--- src/rtl/sic4_sequencer_if.sv ---
// Control bundle between the SIC-4 sequencer and its datapath:
// fetched instruction in, PC/register-file/memory strobes and mux selects out.
interface sic4_sequencer_if;
  logic [7:0] instr;
  logic       pc_en;
  logic [7:0] ir_out;
  logic       reg_write;
  logic       mem_write;
  logic       use_imm;
  logic       use_load;
  logic [1:0] aluop;

  modport master (
    input  instr,
    output pc_en, ir_out, reg_write, mem_write, use_imm, use_load, aluop
  );

  modport slave (
    output instr,
    input  pc_en, ir_out, reg_write, mem_write, use_imm, use_load, aluop
  );
endinterface

--- src/rtl/sic4_sequencer.sv ---
// Multi-cycle FETCH/DECODE/EXECUTE/MEM/WRITEBACK sequencer for the SIC-4 datapath.
// Optional performance counters are built when SIC4_SEQ_PERF_EN is defined.
module sic4_sequencer #(
  parameter logic [7:0] HALT_INSTR = 8'hFF,
  parameter int         CNT_W      = 16
) (
  input  logic             clk,
  input  logic             rst_n,
  sic4_sequencer_if.master bus,
  input  logic             start,
  input  logic             step,
  input  logic             halt_req,
  output logic [2:0]       state,
  output logic             busy,
  output logic             halted,
  output logic [CNT_W-1:0] instr_count,
  output logic [CNT_W-1:0] cycle_count
);

  typedef enum logic [2:0] {
    S_IDLE      = 3'd0,
    S_FETCH     = 3'd1,
    S_DECODE    = 3'd2,
    S_EXECUTE   = 3'd3,
    S_MEM       = 3'd4,
    S_WRITEBACK = 3'd5,
    S_HALTED    = 3'd6
  } state_e;

  state_e     state_q, state_d;
  logic [7:0] ir_q, ir_d;
  logic       run_q, run_d;
  logic       pend_q, pend_d;
  logic       boundary;
  logic       decoded;
  logic [1:0] op;

  assign op = ir_q[7:6];

  always_ff @(posedge clk or negedge rst_n) begin
    if (!rst_n) begin
      state_q <= S_IDLE;
      ir_q    <= 8'h00;
      run_q   <= 1'b0;
      pend_q  <= 1'b0;
    end else begin
      state_q <= state_d;
      ir_q    <= ir_d;
      run_q   <= run_d;
      pend_q  <= pend_d;
    end
  end

  always_comb begin
    state_d  = state_q;
    ir_d     = ir_q;
    run_d    = run_q;
    pend_d   = pend_q;
    boundary = 1'b0;
    case (state_q)
      S_IDLE: begin
        run_d  = 1'b0;
        pend_d = 1'b0;
        if (start) begin
          run_d   = 1'b1;
          state_d = S_FETCH;
        end else if (step) begin
          state_d = S_FETCH;
        end
      end
      S_FETCH: begin
        ir_d    = bus.instr;
        state_d = S_DECODE;
      end
      S_DECODE:    state_d = (ir_q == HALT_INSTR) ? S_HALTED : S_EXECUTE;
      S_EXECUTE:   state_d = op[1] ? S_MEM : S_WRITEBACK;
      S_MEM: begin
        if (op == 2'b10) state_d = S_WRITEBACK;
        else             boundary = 1'b1;
      end
      S_WRITEBACK: boundary = 1'b1;
      S_HALTED:    state_d = S_HALTED;
      default:     state_d = S_IDLE;
    endcase
    // A halt or start seen in the boundary cycle itself already counts for that boundary.
    if (busy) begin
      if (halt_req) pend_d = 1'b1;
      if (start)    run_d  = 1'b1;
    end
    if (boundary) begin
      if (run_d && !pend_d) begin
        state_d = S_FETCH;
      end else begin
        state_d = S_IDLE;
        run_d   = 1'b0;
        pend_d  = 1'b0;
      end
    end
  end

  // Decoded selects are only meaningful once ir_out holds the current instruction.
  assign decoded = (state_q == S_DECODE) || (state_q == S_EXECUTE) ||
                   (state_q == S_MEM)    || (state_q == S_WRITEBACK);

  assign bus.ir_out    = ir_q;
  assign bus.pc_en     = boundary;
  assign bus.reg_write = (state_q == S_WRITEBACK);
  assign bus.mem_write = (state_q == S_MEM) && (op == 2'b11);
  assign bus.use_imm   = decoded && (op != 2'b00);
  assign bus.use_load  = decoded && (op == 2'b10);
  assign bus.aluop     = (decoded && (op == 2'b00)) ? ir_q[1:0] : 2'b00;

  assign state  = state_q;
  assign busy   = decoded || (state_q == S_FETCH);
  assign halted = (state_q == S_HALTED);

`ifdef SIC4_SEQ_PERF_EN
  localparam logic [CNT_W-1:0] CNT_ONE = {{(CNT_W-1){1'b0}}, 1'b1};
  logic [CNT_W-1:0] icnt_q, ccnt_q;

  always_ff @(posedge clk or negedge rst_n) begin
    if (!rst_n) begin
      icnt_q <= '0;
      ccnt_q <= '0;
    end else begin
      if (boundary) icnt_q <= icnt_q + CNT_ONE;
      if (busy)     ccnt_q <= ccnt_q + CNT_ONE;
    end
  end

  assign instr_count = icnt_q;
  assign cycle_count = ccnt_q;
`else
  assign instr_count = '0;
  assign cycle_count = '0;
`endif

endmodule

--- src/flat_wrapper.sv ---
// flat-port wrapper written by rule: the top's interface ports become plain ports
module sic4_sequencer_flat 
#(
  parameter logic [7:0] HALT_INSTR = 8'hFF,
  parameter int         CNT_W      = 16
)
  (clk, rst_n, start, step, halt_req, state, busy, halted, instr_count, cycle_count, bus_instr, bus_pc_en, bus_ir_out, bus_reg_write, bus_mem_write, bus_use_imm, bus_use_load, bus_aluop);
  sic4_sequencer_if bus_i ();
  input  logic clk;
  input  logic rst_n;
  input  logic start;
  input  logic step;
  input  logic halt_req;
  output logic [2:0] state;
  output logic busy;
  output logic halted;
  output logic [CNT_W-1:0] instr_count;
  output logic [CNT_W-1:0] cycle_count;
  input wire logic [$bits(bus_i.instr)-1:0] bus_instr;
  output wire logic [$bits(bus_i.pc_en)-1:0] bus_pc_en;
  output wire logic [$bits(bus_i.ir_out)-1:0] bus_ir_out;
  output wire logic [$bits(bus_i.reg_write)-1:0] bus_reg_write;
  output wire logic [$bits(bus_i.mem_write)-1:0] bus_mem_write;
  output wire logic [$bits(bus_i.use_imm)-1:0] bus_use_imm;
  output wire logic [$bits(bus_i.use_load)-1:0] bus_use_load;
  output wire logic [$bits(bus_i.aluop)-1:0] bus_aluop;
  assign bus_i.instr = bus_instr;
  assign bus_pc_en = bus_i.pc_en;
  assign bus_ir_out = bus_i.ir_out;
  assign bus_reg_write = bus_i.reg_write;
  assign bus_mem_write = bus_i.mem_write;
  assign bus_use_imm = bus_i.use_imm;
  assign bus_use_load = bus_i.use_load;
  assign bus_aluop = bus_i.aluop;
  sic4_sequencer #(.HALT_INSTR(HALT_INSTR), .CNT_W(CNT_W)) u_core (.clk(clk), .rst_n(rst_n), .bus(bus_i), .start(start), .step(step), .halt_req(halt_req), .state(state), .busy(busy), .halted(halted), .instr_count(instr_count), .cycle_count(cycle_count));
endmodule
--- config.mk ---
export PLATFORM = sky130hd
export DESIGN_NAME = sic4_sequencer_flat
export DESIGN_NICKNAME = d
export VERILOG_FILES = /design/src/rtl/sic4_sequencer_if.sv /design/src/rtl/sic4_sequencer.sv /design/src/flat_wrapper.sv
export SDC_FILE = /design/constraint.sdc
export NUM_CORES = 1
export LEC_CHECK = 0
export ABC_AREA = 1
export ABC_CLOCK_PERIOD_IN_PS = 1500
export BUFFER_PORTS_ARGS = -buffer_cell sky130_fd_sc_hd__buf_4
export CORE_MARGIN = 3
export CORE_UTILIZATION = 39
export CTS_BUF_LIST = sky130_fd_sc_hd__clkbuf_16
export DETAILED_ROUTE_END_ITERATION = 8
export GPL_TIMING_DRIVEN = 1
export PLACE_DENSITY = 0.76
export SLEW_MARGIN = 20
export SYNTH_ARGS = -nofsm -noshare
export SYNTH_HDL_FRONTEND = slang
export SYNTH_SLANG_ARGS = --single-unit
--- constraint.sdc ---
create_clock -name clk -period 1.5 [get_ports clk]
set_clock_uncertainty 0.1 [all_clocks]
set_input_delay 0.15 -clock clk [delete_from_list [all_inputs] [get_ports clk]]
set_output_delay 0.15 -clock clk [all_outputs]
set_load 0.005 [all_outputs]
==> results of run 1 <==
cell families (layout without fill, tap and decap cells):
kind of cell	Yosys count	count (layout)	share of synthesized area [%]
AOI/OAI and AO/OA	13	13	8.101
adders and majority gates	2	2	2.314
buffers and inverters	46	63	28.47
DFF	13	13	30.09
muxes	4	4	4.513
other	1	32	0.3469
and+or+nand+nor	55	55	26.16
worst paths after layout:
| check | start | end | slack [ns] |
|---|---|---|---|
| max | u_core.state[1] | bus_aluop[1] | -0.08 |
| min | bus_instr[3] | u_core.bus.ir_out[3] | 0.04 |
| max reg2reg | u_core.state[1] | u_core.state[0] | -0.01 |
| min reg2reg | u_core.bus.ir_out[3] | u_core.bus.ir_out[3] | 0.44 |
| max in group asynchronous | rst_n | u_core.state[2] | 0.94 |
| min in group asynchronous | rst_n | u_core.bus.ir_out[3] | 0.19 |
state kept, by name, indices dropped and copies added, names as in the netlist:
| signal | cells |
|---|---|
| u_core.bus.ir_out | 8 |
| u_core.state | 3 |
| u_core.pend_q | 1 |
| u_core.run_q | 1 |
power by group:
group	switching, mW	leakage (nW)	internal [mW]	total (mW)
Clock	0.145	0.0423	0.351	0.497
Combinational	0.946	0.625	0.939	1.88
Sequential	0.163	0.148	0.533	0.697
synthesized netlist by cell type, types with 2 or more instances:
cell type	count
mux2_2	3
nand3_2	2
inv_2	2
nand2_1	24
buf_4	32
buf_6	2
inv_1	10
nor2_1	13
nand2_2	2
a21oi_1	7
nand2_4	3
nand3_1	6
ha_1	2
dfrtp_1	13
layer usage:
| layer | global-route usage [%] | wire length [um] | share of wire [%] | up-vias |
|---|---|---|---|---|
| met4 | 5.825 | 29 | 1.2 | 0 |
| met5 | 0 | 0 | 0 | - |
| li1 | - | - | - | 455 |
| met3 | 5.044 | 237 | 9.6 | 3 |
| met1 | 16.08 | 887 | 36 | 420 |
| met2 | 25.04 | 1308 | 53 | 43 |
cell type report:
cell class                      instances  area [um^2]
Timing Repair Buffer                   47        379.1
Fill cell                             217         1025
Multi-Input combinational cell        106        645.6
Inverter                               12        50.05
Tap cell                               30        37.54
Clock inverter                          1        3.754
Clock buffer                            3        75.07
Sequential cell                        13        329.1
stage by stage:
step	utilization [%]	hold WS, ns	instances
floorplan	-	-0.2456	165
global placement	49.66	-0.09959	198
detailed placement	49.66	-0.09339	198
CTS	56.44	0.03307	208
global route	59.73	0.02948	212
finish	59.73	0.03560	212
repair_timing:
| item | CTS | global route |
|---|---|---|
| endpoints found under the hold margin | 13 | 0 |
| cloned | 0 | 0 |
| pin swaps | 4 | 4 |
| endpoints found under the setup margin | 9 | 15 |
| gates resized for setup | 8 | 14 |
| buffers inserted | 5 | 4 |
| hold buffers | 1 | 0 |
==> impl_results.rst, run 1 <==
.. list-table::
   :header-rows: 1

   * - Metric
     - Value
   * - Register bit count reported by yosys
     - 13
   * - Total stage count of the critical path
     - 5
   * - Shortest clock period the worst path allows after layout
     - 1.583 ns
   * - ANT cells
     - 0
   * - Initial detailed-routing violation count
     - 17
   * - Placement Rows
     - 18
   * - Mean number of vias per cell
     - 4.344
   * - Cell type contributing the most total cell area after synthesis
     - dfrtp_1
   * - Final Cycle Share
     - 105.6%
   * - Largest net degree at the start of global routing
     - 14
   * - Net count of the finished layout
     - 198
   * - Cell Pwr Density
     - 2024 nW/um^2
   * - Worst vdd rail ir drop
     - 0.001353 V
   * - Signed area change from the synthesized netlist to the final layout
     - 40.63%
   * - Type of the worst setup path
     - flop to output pin
   * - Final ANT Viol Nets
     - 0
   * - Total vias in the final route
     - 921
   * - Final worst setup slack
     - -0.08328 ns
   * - WL/cell
     - 11.61 um
   * - Maximum single-stage delay on the critical path
     - 0.42 ns
   * - Fraction of layout cells with a size suffix above 1
     - 46.15%
   * - Setup crit end kind
     - output pin
   * - Top library cells by usage in the layout, fill and taps aside
     - 42 x buf_4, 32 x conb_1, 23 x nand2_1
   * - IO Count
     - 65
   * - Total count of max-transition violations in the final report
     - 0
   * - Die H
     - 58.65 um
   * - GPL Wtd Cong
     - 0.8374
   * - Unrepaired setup endpoints after global routing
     - yes
   * - Result of the run
     - complete, but fails checks
   * - Worst-skew pair later-pin latency
     - 0.24 ns
   * - Layout Cell Area excl Fill
     - 1520 um^2
   * - Top flip-flop cell by instance count after synthesis
     - dfrtp_1
   * - Port bufs
     - 32
   * - Hold Violations, Final
     - 0
   * - Highest achievable clock rate
     - 631.6 MHz
   * - Setup TNS
     - -0.4208 ns
   * - Number of cells produced by synthesis
     - 134
   * - Final setup viols
     - 9
   * - Cells taking the most area after synthesis
     - dfrtp_1 30%, buf_4 22%, nand2_1 8.3%, nor2_1 4.5%, inv_1 3.5%
   * - Sink Count
     - 13
   * - TritonCTS Buffers
     - 3
   * - Arrival time of the worst setup path
     - 1.33 ns
   * - Placeable core region
     - 2545 um^2
   * - Initial standard-cell utilization of the core
     - 42.48%
   * - Highest fanout seen on the critical path
     - 4
   * - Required time of the critical path
     - 1.25 ns
   * - DRC Markers
     - 0
   * - Worst Setup Slack post-DPL
     - 0.0008999 ns
   * - H-tree levels
     - 1
   * - Number of global-route vias before repair
     - 839
   * - Post-Route WL
     - 2.462 mm
   * - Reported leakage power
     - 0.8160 nW
   * - Overflow after GRT
     - 0
   * - Horizontal extent of the die
     - 58.65 um
   * - Fraction of the yosys area taken by sequential cells
     - 30.09%
   * - Max Buffers Root-to-Sink
     - 2
   * - Number of violations of the max-capacitance limit
     - 0
   * - Post-synthesis instance area
     - 1081 um^2
   * - Clock slew seen by the registers of the worst setup and hold paths
     - 0.04 ns
   * - CP cell instances
     - inv_4 > ha_4 > nand3_4 > nor2_2 > buf_4
   * - Bufs and invs on worst path
     - 2
   * - Area fraction of the dominant cell type after synthesis
     - 30.09%
   * - Hold WC Path Type
     - input port to flop
   * - Antenna violations before repair
     - 0
   * - Synth async-reset ratio
     - 100.0%
   * - Leading cell type in the layout, fill and taps excluded
     - buf_4
   * - Clock tree from TritonCTS
     - yes
   * - Overall Global Routing Usage
     - 14.44%
   * - Crit start category
     - flop
   * - Kind of cell adding the most delay to the critical path
     - flip-flops
   * - Failing checks
     - negative setup slack
   * - Count of flip-flops with a built-in enable after synthesis
     - 0
   * - Depth of the most critical reg-to-reg path
     - 10
   * - Die area
     - 3440 um^2
   * - Clk Tree Root Cell
     - clkbuf_16
   * - Post-Place Cell Area
     - 1264 um^2
   * - Post-synthesis area per instance
     - 8.067 um^2
   * - Number of unique standard cell types used by synthesis
     - 27
   * - Synthesis Warnings
     - 0
   * - First-pass GRT wire length
     - 3.746 mm
   * - Total half-perimeter wirelength after legalization and detailed placement
     - 1.922 mm
   * - Number of detailed-route iterations in the first pass
     - 4
   * - Hold Crit Depth
     - 2
   * - Slowest library cell on the worst path
     - dfrtp_2
   * - Power consumption
     - 3.078 mW
Note: power is estimated with default switching activity, not from simulation.
==> inputs of run 2 (changes only) <==
- CELL_PAD_IN_SITES_DETAIL_PLACEMENT: default -> 0
- CELL_PAD_IN_SITES_GLOBAL_PLACEMENT: default -> 1
- CORE_UTILIZATION: 39 -> 26
- HOLD_SLACK_MARGIN: default -> 0.06
- PLACE_DENSITY: 0.76 -> default
- PLACE_DENSITY_LB_ADDON: default -> 0.1
==> impl_results.rst, run 2 (same netlist as run 1, synthesis figures left out) <==
.. list-table::
   :header-rows: 1

   * - Metric
     - Value
   * - Reported leakage power
     - 0.8506 nW
   * - Combinational share of power
     - 61.4%
   * - Final ANT Viol Nets
     - 0
   * - ANT cells
     - 0
   * - Total half-perimeter wirelength after legalization and detailed placement
     - 2.129 mm
   * - Crit start category
     - flop
   * - Top library cells by usage in the layout, fill and taps aside
     - 43 x buf_4, 32 x conb_1, 22 x nand2_1
   * - Max Buffers Root-to-Sink
     - 2
   * - Final instance count without filler cells
     - 239
   * - Horizontal extent of the die
     - 70.48 um
   * - First-pass GRT wire length
     - 4.195 mm
   * - Arrival time of the worst setup path
     - 1.33 ns
   * - Final Cycle Share
     - 105.3%
   * - Slowest library cell on the worst path
     - dfrtp_2
   * - Signed area change from the synthesized netlist to the final layout
     - 50.58%
   * - Mean number of vias per cell
     - 3.983
   * - Total of fill cells in the finished design
     - 383
   * - Shortest clock period the worst path allows after layout
     - 1.579 ns
   * - Worst-skew pair later-pin latency
     - 0.24 ns
   * - Final worst setup slack
     - -0.07894 ns
   * - Bufs and invs on worst path
     - 2
   * - Highest fanout seen on the critical path
     - 4
   * - Depth of the most critical reg-to-reg path
     - 9
   * - CP cell instances
     - inv_4 > ha_4 > nand3_4 > nor2_4 > buf_6
   * - Die area
     - 4967 um^2
   * - Leading cell type in the layout, fill and taps excluded
     - buf_4
   * - Number of detailed-route iterations in the first pass
     - 4
   * - Power share of the sequential group
     - 22.2%
   * - Highest achievable clock rate
     - 633.3 MHz
   * - Worst vdd rail ir drop
     - 0.0008120 V
   * - Hold Violations, Final
     - 0
   * - Clk Tree Root Cell
     - clkbuf_16
   * - NetSw
     - 1.278 mW
   * - Net count of the finished layout
     - 207
   * - Number of placed cells counting well taps
     - 221
   * - GPL Wtd Cong
     - 0.8154
   * - Initial detailed-routing violation count
     - 32
   * - Reg2reg start
     - u_core.state[1]
   * - Fraction of layout cells with a size suffix above 1
     - 45.03%
   * - Power consumption
     - 3.140 mW
   * - Maximum single-stage delay on the critical path
     - 0.42 ns
   * - Unrepaired setup endpoints after global routing
     - yes
   * - Die H
     - 70.48 um
   * - Clk pwr share
     - 16.4%
   * - Initial standard-cell utilization of the core
     - 28.25%
   * - Proportion of total power due to net switching
     - 40.71%
   * - Total vias in the final route
     - 952
   * - P_int
     - 1.862 mW
   * - Placement Rows
     - 22
   * - Number of global-route vias before repair
     - 896
   * - Antenna violations before repair
     - 0
   * - Overflow after GRT
     - 0
   * - IO Count
     - 65
   * - Sink Count
     - 13
   * - Final core utilization
     - 42.54%
   * - Kind of cell adding the most delay to the critical path
     - flip-flops
   * - Clock slew seen by the registers of the worst setup and hold paths
     - 0.05 ns
   * - Hold Crit Depth
     - 3
   * - Cell Pwr Density
     - 1929 nW/um^2
   * - Largest net degree at the start of global routing
     - 14
   * - R2r endpoint
     - u_core.state[0]
   * - Number of violations of the max-capacitance limit
     - 0
   * - Total count of max-transition violations in the final report
     - 0
   * - Result of the run
     - complete, but fails checks
   * - Failing checks
     - negative setup slack
   * - Setup TNS
     - -0.3668 ns
   * - Type of the worst setup path
     - flop to output pin
   * - Required time of the critical path
     - 1.25 ns
   * - DRC Markers
     - 0
   * - Final setup viols
     - 7
   * - Clock tree from TritonCTS
     - yes
   * - Port bufs
     - 32
   * - HP Start
     - bus_instr[6]
   * - Setup crit end kind
     - output pin
   * - Placeable core region
     - 3826 um^2
   * - WL/cell
     - 11.14 um
   * - Post-Route WL
     - 2.663 mm
   * - Overall Global Routing Usage
     - 10.64%
   * - H-tree levels
     - 1
   * - Worst Hold Path EP
     - u_core.bus.ir_out[6]
   * - TritonCTS Buffers
     - 3
   * - Hold WC Path Type
     - input port to flop
   * - Flip-flop count of the largest register, all copies and words added
     - 8
   * - Internal reg-to-reg setup slack
     - 0.02 ns
==> run 2: area by class of cell <==
cell class	instances	area (um^2)	share of cell area [%]
multi-input cells	106	641.9	39.43
repair buffers	56	467.9	28.75
flip-flops and latches	13	327.8	20.14
clock buffers	3	75.07	4.612
well taps	48	60.06	3.689
inverters	12	50.05	3.075
clock inverters	1	5.005	0.3075
==> run 2: per-stage QoR <==
step	setup slack, ns	hold WS (ns)	cell area (um^2)
after floorplan	0.03409	-0.2456	1211
after global placement	0.02887	-0.08534	1336
after detailed placement	0.04985	-0.08930	1336
after CTS	-0.09608	0.06314	1558
after global routing	-0.1365	0.09268	1628
final	-0.07894	0.05881	1628
==> run 2: worst max path at each step <==
| stage | from | to | slack [ns] | cells past startpoint |
|---|---|---|---|---|
| after CTS | u_core.state[1] | bus_aluop[1] | -0.1 | 5 |
| after global routing | u_core.state[1] | bus_aluop[0] | -0.14 | 5 |
| after detailed placement | u_core.state[0] | u_core.state[0] | 0.05 | 8 |
| final | u_core.state[1] | bus_aluop[0] | -0.08 | 5 |
| after floorplan | u_core.state[2] | u_core.state[0] | 0.03 | 10 |
| after global placement | u_core.state[0] | u_core.state[0] | 0.03 | 8 |
==> run 2: worst register-to-register path, delay by kind of cell, from the launching register on <==
family | cells | cell delay, ns
AO/OA/AOI/OAI | 1 | 0.15
flip-flops | 1 | 0.45
AND/OR/NAND/NOR | 5 | 0.29
buffers and inverters | 2 | 0.21
adder cells (fa/ha/maj) | 1 | 0.21
==> run 2: power groups by stage <==
| stage | sequential, mW | combinational [mW] | clock [mW] |
|---|---|---|---|
| 2_1_floorplan | 0.694 | 0.990 | 0 |
| 3_3_place_gp | 0.682 | 1.68 | 0 |
| 3_5_place_dp | 0.690 | 1.67 | 0 |
| 4_1_cts | 0.692 | 1.82 | 0.530 |
| 5_1_grt | 0.730 | 2.14 | 0.536 |
| 6_report | 0.698 | 1.93 | 0.514 |
==> run 2: timing repair <==
| action | in CTS | in global routing |
|---|---|---|
| endpoints found under the hold margin | 20 | 0 |
| gates resized for setup | 9 | 13 |
| setup buffers | 3 | 3 |
| hold buffers | 8 | 0 |
| gates cloned | 0 | 0 |
| endpoints found under the setup margin | 8 | 11 |
| pin swaps | 3 | 6 |
==> run 2: metal layers <==
metal / vias to the layer above / track usage (%) / share of wire (%)
met1: 441 / 12.46 / 41
met5: - / 0 / 0
met3: 2 / 3.165 / 7.5
li1: 470 / - / -
met4: 0 / 2.553 / 1.0
met2: 39 / 18.81 / 50
==> inputs of run 3 (changes only) <==
- SETUP_SLACK_MARGIN: default -> 0.1
==> impl_results.rst, run 3 (same netlist as run 1, synthesis figures left out) <==
.. list-table::
   :header-rows: 1

   * - Metric
     - Value
   * - Cell Pwr Density
     - 1938 nW/um^2
   * - Internal reg-to-reg setup slack
     - -0.02 ns
   * - Net count of the finished layout
     - 219
   * - Number of placed cells counting well taps
     - 220
   * - Placement Rows
     - 22
   * - Flip-flop count of the largest register, all copies and words added
     - 8
   * - Setup crit end kind
     - output pin
   * - Leading cell type in the layout, fill and taps excluded
     - buf_4
   * - Total of fill cells in the finished design
     - 379
   * - Die H
     - 70.48 um
   * - Largest net degree at the start of global routing
     - 14
   * - Sequential Area
     - 329.1 um^2
   * - Result of the run
     - complete, but fails checks
   * - Final worst setup slack
     - -0.1061 ns
   * - Required time of the critical path
     - 1.25 ns
   * - Antenna violations before repair
     - 0
   * - Total count of max-transition violations in the final report
     - 0
   * - Mean number of vias per cell
     - 3.976
   * - Shortest clock period the worst path allows after layout
     - 1.606 ns
   * - Setup TNS
     - -0.5038 ns
   * - Clock tree from TritonCTS
     - yes
   * - Worst vdd rail ir drop
     - 0.0006803 V
   * - Arrival time of the worst setup path
     - 1.36 ns
   * - Clk Tree Root Cell
     - clkbuf_16
   * - Number of detailed-route iterations in the first pass
     - 4
   * - Number of violations of the max-capacitance limit
     - 0
   * - Final setup viols
     - 11
   * - IO Count
     - 65
   * - Highest achievable clock rate
     - 622.6 MHz
   * - Crit start category
     - flop
   * - WL/cell
     - 11.78 um
   * - Die area
     - 4967 um^2
   * - Fraction of layout cells with a size suffix above 1
     - 51.23%
   * - Type of the worst setup path
     - flop to output pin
   * - Highest fanout seen on the critical path
     - 5
   * - Initial standard-cell utilization of the core
     - 28.25%
   * - Placeable core region
     - 3826 um^2
   * - Final Cycle Share
     - 107.1%
   * - Worst-skew pair later-pin latency
     - 0.24 ns
   * - Multi-input gate area in the final layout
     - 673.1 um^2
   * - Signed area change from the synthesized netlist to the final layout
     - 65.97%
   * - First-pass GRT wire length
     - 4.843 mm
   * - Total half-perimeter wirelength after legalization and detailed placement
     - 2.075 mm
   * - Number of global-route vias before repair
     - 994
   * - ANT cells
     - 0
   * - Final ANT Viol Nets
     - 0
   * - Failing checks
     - negative setup slack
   * - TritonCTS Buffers
     - 3
   * - Sink Count
     - 13
   * - Port bufs
     - 32
   * - Initial detailed-routing violation count
     - 33
   * - Reported leakage power
     - 0.9408 nW
   * - Overflow after GRT
     - 0
   * - Horizontal extent of the die
     - 70.48 um
   * - H-tree levels
     - 1
   * - Hold Violations, Final
     - 0
   * - Clock slew seen by the registers of the worst setup and hold paths
     - 0.05 ns
   * - Max Buffers Root-to-Sink
     - 2
   * - DRC Markers
     - 0
   * - Overall Global Routing Usage
     - 12.48%
   * - GPL Wtd Cong
     - 0.8490
   * - Final instance count without filler cells
     - 251
   * - Unrepaired setup endpoints after global routing
     - yes
   * - Top library cells by usage in the layout, fill and taps aside
     - 45 x buf_4, 32 x conb_1, 22 x nand2_1
   * - Post-Route WL
     - 2.958 mm
   * - Power consumption
     - 3.477 mW
   * - Total vias in the final route
     - 998
   * - Hold WC Path Type
     - input port to flop
==> run 3: changes by cell type in the layout (fill, tap and decap cells not counted), moves of 2 or more <==
cell / before / now
buf_6: 4 / 14
nor2_1: 10 / 7
buf_4: 43 / 45
mux2_2: 3 / 1
mux2_4: 1 / 3
nand3_2: 1 / 3
nor2_2: 2 / 4
==> run 3: cell type report <==
type,instances,share of cell area (%)
clock buffers,3,4.184
clock inverters,1,0.2092
inverters,12,3.208
multi-input cells,106,37.52
flip-flops and latches,13,18.34
well taps,48,3.347
repair buffers,68,33.19
==> run 3: worst paths after layout <==
check / from / to / cells past startpoint
worst max-delay path: u_core.state[2] / bus_aluop[0] / 5
worst min-delay path: bus_instr[1] / u_core.bus.ir_out[1] / 3
worst max register to register: u_core.state[2] / u_core.run_q / 9
worst min register to register: u_core.bus.ir_out[3] / u_core.bus.ir_out[3] / 1
max in group asynchronous: rst_n / u_core.state[0] / 2
min in group asynchronous: rst_n / u_core.bus.ir_out[4] / 2
==> run 3: critical path, stage by stage (launching register included) <==
cell and delay [ns]:
dfrtp_2 0.44, inv_4 0.06, ha_4 0.30, nand3_4 0.10, nor2_4 0.12, buf_6 0.09
==> run 3: metal layers <==
metal  GRT usage, %  vias up  part of all wire, %  routed length [um]
li1               -      499                    -                   -
met2          20.69       39                   50                1490
met5              0        -                    0                   0
met4          6.596        0                  1.9                  57
met1          14.63      456                   42                1230
met3          3.165        4                  6.1                 179
==> run 3: where the power goes <==
part	leakage, nW	total (mW)	internal (mW)	switching [mW]
logic	0.750	2.26	1.19	1.07
clock network	0.0423	0.512	0.353	0.159
registers	0.148	0.704	0.533	0.171
total	0.941	3.48	2.07	1.40
==> run 3: per-stage QoR <==
stage	area, um^2	hold slack, ns	setup WS (ns)	util [%]
CTS	1695	0.06151	-0.1030	44.31
global placement	1321	-0.08542	0.02847	34.53
finish	1794	0.05724	-0.1061	46.89
floorplan	1216	-0.2456	0.06815	-
global route	1794	0.06638	-0.1624	46.89
detailed placement	1321	-0.08643	0.009150	34.53
==> run 3: repair_timing <==
action                                  CTS  global route
gates resized for setup                  24            20
buffers inserted                         16             4
endpoints found under the hold margin    20             0
endpoints found under the setup margin   13            21
pin swaps                                 8            10
hold buffers                              8             0
